<file path="config.mk">
export PLATFORM = sky130hd
export DESIGN_NAME = regfile_irst_param
export DESIGN_NICKNAME = d
export VERILOG_FILES = /design/src/rtl/regfile_irst_param.sv
export SDC_FILE = /design/constraint.sdc
export NUM_CORES = 1
export LEC_CHECK = 0
export CORE_MARGIN = 2
export CORE_UTILIZATION = 57
export CTS_BUF_LIST = sky130_fd_sc_hd__clkbuf_16
export DETAILED_ROUTE_END_ITERATION = 7
export GPL_TIMING_DRIVEN = 0
export PLACE_DENSITY = 0.83
export SYNTH_ARGS = -nofsm -noshare
export SYNTH_HDL_FRONTEND = slang
export SYNTH_SLANG_ARGS = --single-unit
</file>
<file path="constraint.sdc">
create_clock -name clk -period 5.53 [get_ports clk]
set_clock_uncertainty 0.05 [all_clocks]
set_input_delay 1.3825 -clock clk [delete_from_list [all_inputs] [get_ports clk]]
set_output_delay 1.3825 -clock clk [all_outputs]
set_load 0.01 [all_outputs]
</file>
<file path="src/rtl/regfile_irst_param.sv">
// Parametrised register file with a hidden IRST command register at address 0 and a req/ack/done/timeout
// handshake FSM on it. Optional macro REGFILE_BYPASS_EN enables same-cycle write-to-read forwarding.
module regfile_irst_param #(
    parameter int                DATA_W       = 16,
    parameter int                ADDR_W       = 3,
    parameter int                NUM_RD       = 2,
    parameter logic [DATA_W-1:0] IRST_INIT    = 16'h8F0F,
    parameter int                IRST_TIMEOUT = 64
) (
    input  logic                     clk,
    input  logic                     rst,
    input  logic                     i_wr_en,
    input  logic [ADDR_W-1:0]        i_wr_addr,
    input  logic [DATA_W-1:0]        i_wr_data,
    input  logic [NUM_RD*ADDR_W-1:0] i_rd_addr,
    output logic [NUM_RD*DATA_W-1:0] o_rd_data,
    output logic [DATA_W-1:0]        o_irst_cmd,
    output logic                     o_irst_req,
    input  logic                     i_irst_ack,
    input  logic                     i_irst_done,
    output logic                     o_irst_busy,
    output logic                     o_irst_timeout
);

    localparam int DEPTH = 2 ** ADDR_W;
    localparam int CNT_W = $clog2(IRST_TIMEOUT);
    localparam logic [CNT_W-1:0] CNT_LAST = CNT_W'(IRST_TIMEOUT - 1);
    localparam logic [CNT_W-1:0] CNT_MAX  = '1;

    localparam logic [1:0] ST_IDLE = 2'd0;
    localparam logic [1:0] ST_REQ  = 2'd1;
    localparam logic [1:0] ST_BUSY = 2'd2;

    logic [DATA_W-1:0] r_mem [1:DEPTH-1];
    logic [1:0]        r_state;
    logic [DATA_W-1:0] r_cmd;
    logic [CNT_W-1:0]  r_cnt;
    logic              r_req;
    logic              r_busy;
    logic              r_timeout;

    logic [1:0]        w_state_nxt;
    logic [DATA_W-1:0] w_cmd_nxt;
    logic [CNT_W-1:0]  w_cnt_nxt;
    logic              w_timeout_nxt;
    logic              w_wr_cmd;

    assign w_wr_cmd = i_wr_en && (i_wr_addr == '0);

    // Architectural registers 1..DEPTH-1; address 0 is routed to the command register instead.
    always_ff @(posedge clk or posedge rst) begin
        if (rst) begin
            for (int i = 1; i < DEPTH; i++) begin
                r_mem[i] <= '0;
            end
        end else if (i_wr_en && (i_wr_addr != '0)) begin
            r_mem[i_wr_addr] <= i_wr_data;
        end
    end

    // Handshake next-state: done aborts from any state and beats writes, ack and timeout alike.
    always_comb begin
        w_state_nxt   = r_state;
        w_cmd_nxt     = r_cmd;
        w_cnt_nxt     = r_cnt;
        w_timeout_nxt = 1'b0;
        if (i_irst_done) begin
            w_state_nxt = ST_IDLE;
            w_cmd_nxt   = '0;
        end else begin
            case (r_state)
                ST_IDLE: begin
                    if (w_wr_cmd) begin
                        w_cmd_nxt = i_wr_data;
                    end else begin
                        w_cmd_nxt = r_cmd;
                    end
                    if (r_cmd[DATA_W-1]) begin
                        w_state_nxt = ST_REQ;
                    end else begin
                        w_state_nxt = ST_IDLE;
                    end
                end
                ST_REQ: begin
                    if (i_irst_ack) begin
                        w_state_nxt = ST_BUSY;
                        w_cnt_nxt   = '0;
                    end else begin
                        w_state_nxt = ST_REQ;
                    end
                end
                ST_BUSY: begin
                    if (r_cnt == CNT_LAST) begin
                        w_state_nxt   = ST_IDLE;
                        w_cmd_nxt     = '0;
                        w_timeout_nxt = 1'b1;
                    end else if (r_cnt != CNT_MAX) begin
                        w_cnt_nxt = r_cnt + 1'b1;
                    end else begin
                        w_cnt_nxt = r_cnt;
                    end
                end
                default: begin
                    w_state_nxt = ST_IDLE;
                end
            endcase
        end
    end

    // State, command and registered handshake outputs; reset re-arms the command register.
    always_ff @(posedge clk or posedge rst) begin
        if (rst) begin
            r_state   <= ST_IDLE;
            r_cmd     <= IRST_INIT;
            r_cnt     <= '0;
            r_req     <= 1'b0;
            r_busy    <= 1'b0;
            r_timeout <= 1'b0;
        end else begin
            r_state   <= w_state_nxt;
            r_cmd     <= w_cmd_nxt;
            r_cnt     <= w_cnt_nxt;
            r_req     <= (w_state_nxt == ST_REQ);
            r_busy    <= (w_state_nxt != ST_IDLE);
            r_timeout <= w_timeout_nxt;
        end
    end

    assign o_irst_cmd     = r_cmd;
    assign o_irst_req     = r_req;
    assign o_irst_busy    = r_busy;
    assign o_irst_timeout = r_timeout;

    for (genvar k = 0; k < NUM_RD; k++) begin : g_rd
        logic [ADDR_W-1:0] w_addr;
        logic [DATA_W-1:0] w_data;

        assign w_addr = i_rd_addr[k*ADDR_W +: ADDR_W];

        // Read mux: address 0 always reads zero and is never forwarded.
        always_comb begin
            if (w_addr == '0) begin
                w_data = '0;
`ifdef REGFILE_BYPASS_EN
            end else if (i_wr_en && (i_wr_addr == w_addr)) begin
                w_data = i_wr_data;
`endif
            end else begin
                w_data = r_mem[w_addr];
            end
        end

        assign o_rd_data[k*DATA_W +: DATA_W] = w_data;
    end

endmodule

</file>
==> results.md <==
- Post-synth EDFFs: 0
- Worst-Skew Late Latency: between 400 and 500 ps
- Overall Global Routing Usage: 0.293
- Share of cells above drive strength 1: 0.361
- Hold Slack: approximately 450 ps
- Post-layout util: 0.708
- CTS Buffer Depth: 2
- Synthesized cell area: 7340 um2
- Post-synthesis instance total: around 560
- Initial Utilization: 0.582
- FP Rows: 41
- Worst-Margin Slew: 891 ps
- DRT iter0 DRCs: between 300 and 400
- Routability Congestion: between 0.8 and 0.9
- Slew Limit Headroom: 0.406
- Final WS setup: ~250 ps
- Initial antenna violation count: 0
- Pwr per Cell Area: 369 nW/um2
- WP data arrival: 3850 ps
- Root Driver: clkbuf_16
- Yosys synthesis warning count: 0
- Max capacitance violation total: 0
- Result of the run: finished, final reports clean
- Setup violators final: 0
- Hold Crit Class: reg2reg
- Htree depth: 4
- Core area: about 13000 um2
- IO Port Bufs: 72
- Via density: approximately 6.4
- Total iterations of the first detailed-routing run: 5
- Synth-to-layout area growth: 21.8%
- Commonest cells after routing, fill and taps aside: mux2_2 (143), dfrtp_1 (130), clkdlybuf4s50_1 (72)
- CTS tree: yes
- WL/cell: around 23 um
- #FFs+latches synth: 139
- CP Launch Type: primary input
- Design Area, Final: between 8000 and 9000 um2
- Worst EP required: ~4000 ps
- Post-cts sizing count: 0
- Global-route wire length before repair: 30900 um
- Filler cells: between 800 and 900
- I/O pins: around 80
- Chip width: around 120 um
- Ys async rst share: 1.00
- Die height: 117 um
- Final Hold Viols: 0
- Setup CP Type: in2out
- Mapped Avg Cell Area: ~13 um2
- Routed Antenna Nets: 0
- Minimum clock period: approximately 5300 ps
- Tcrit/Tclk final: 0.956
- Seq/Total Area, Yosys: 0.475
- Die area: roughly 14000 um2
- Unrepaired setup endpoints after global routing: false
- DR vias: roughly 5.3k
- Syn nets: ~600
- CTS clk-pin slew, worst paths: roughly 60 ps
- Routed WL: ~19000 um
- Main synth FF type: dfrtp_1
- CP Capture Type: output port
- Most common cell after layout, fill and taps aside: mux2_2
- DRC viols: 0
- Post-CTS Hold Fix Bufs: 0
- # nets final: ~690
- Yosys cell types: 41
- Setup bufs post-CTS: 0
- Crit-path max FO: 10
- Fmax: 189 MHz
- Largest net degree at the start of global routing: between 90 and 100
- Ant diodes: 0
- TritonCTS Buffers: 17
- Vias in the first global route: 5715
- Post-DP HPWL: around 13000 um
- Dpl ws: roughly 370 ps
- Leakage dissipation: roughly 3.6 nW
- Slew Viols, Final: 0
- Total grt overflow: 0
- VDD IR max: 0.267 mV
- Clock Sinks: 139
- Area after DPL: approximately 8300 um2
## flip-flops by register name, indices dropped and copies added (netlist names)
| signal | flops |
|---|---|
| o_irst_busy | 1 |
| o_irst_cmd | 16 |
| o_irst_req | 1 |
| o_irst_timeout | 1 |
| r_cnt | 6 |
| r_mem | 112 |
| r_state | 2 |
## cell type report
type	count	area, um2	share of cell area
clock inverter	15	205	0.0230
sequential	139	3490	0.390
clock buffer	17	425	0.0476
tap	172	215	0.0241
multi-input combinational	360	3580	0.401
buffer	45	199	0.0223
inverter	18	72.6	0.00812
timing repair buffer	73	748	0.0837
## routing by layer
metal	wire length (um)	GRT usage	up-vias
met5	0	0	-
met4	507	0.130	0
met3	1240	0.0707	53
met2	9700	0.484	223
met1	7830	0.371	2746
li1	-	-	2310
## worst max-delay path, cell delays in order
cell and delay [ps]:
clkbuf_1 260, nor2b_1 180, clkbuf_1 400, clkbuf_1 540, a22oi_1 220, o21ai_0 290, clkdlybuf4s50_1 590
## cell usage after synthesis, drive strengths merged (3+ instances only)
cell type    n  area, um2
a221oi      16        140
o21ai       37        223
a211oi       4       55.1
nand3b      16        120
buf         16       90.1
nand2b      16        100
dfrtp      130       3250
nand2       21       78.8
a21oi       23        115
mux4        32        721
clkbuf      29        109
a22oi       17        128
mux2       143       1610
nor2b        3       18.8
inv         18       67.6
nand4b       3       26.3
dfstp        9        236
ha           5       62.6
nor3         3       20.0
## final timing paths
check / from / to / slack [ps] / cells past startpoint
worst max-delay path: i_rd_addr[1] / o_rd_data[15] / 250 / 7
worst min-delay path: o_irst_cmd[0] / o_irst_cmd[0] / 450 / 2
worst max register to register: r_state[0] / o_irst_req / 3320 / 5
worst min register to register: o_irst_cmd[0] / o_irst_cmd[0] / 450 / 2
max in group asynchronous: rst / o_irst_cmd[8] / 3330 / 3
min in group asynchronous: rst / r_mem[46] / 1310 / 2
## through the flow
| step | power, W | instances | TNS [ps] |
|---|---|---|---|
| 2_1_floorplan | 0.00180 | 562 | 0 |
| 3_3_place_gp | 0.00202 | 806 | -170690 |
| 3_5_place_dp | 0.00206 | 807 | 0 |
| 4_1_cts | 0.00330 | 839 | 0 |
| 5_1_grt | 0.00343 | 839 | 0 |
| 6_report | 0.00330 | 839 | 0 |
## power breakdown
part           internal (W)  total (W)  switching [W]
combinational      0.000429   0.000721       0.000291
sequential          0.00121    0.00135       0.000146
clock              0.000791    0.00123       0.000436
total               0.00243    0.00330       0.000873
## cell families (layout without fill, tap and decap cells)
family | Yosys count | count (layout) | synth area share
DFF | 139 | 139 | 0.475
buffers and inverters | 63 | 168 | 0.0363
AOI/OAI and AO/OA | 103 | 103 | 0.0968
adders and majority gates | 5 | 5 | 0.00852
muxes | 176 | 176 | 0.319
and+or+nand+nor | 76 | 76 | 0.0641
(Power assumes the default switching activity.)
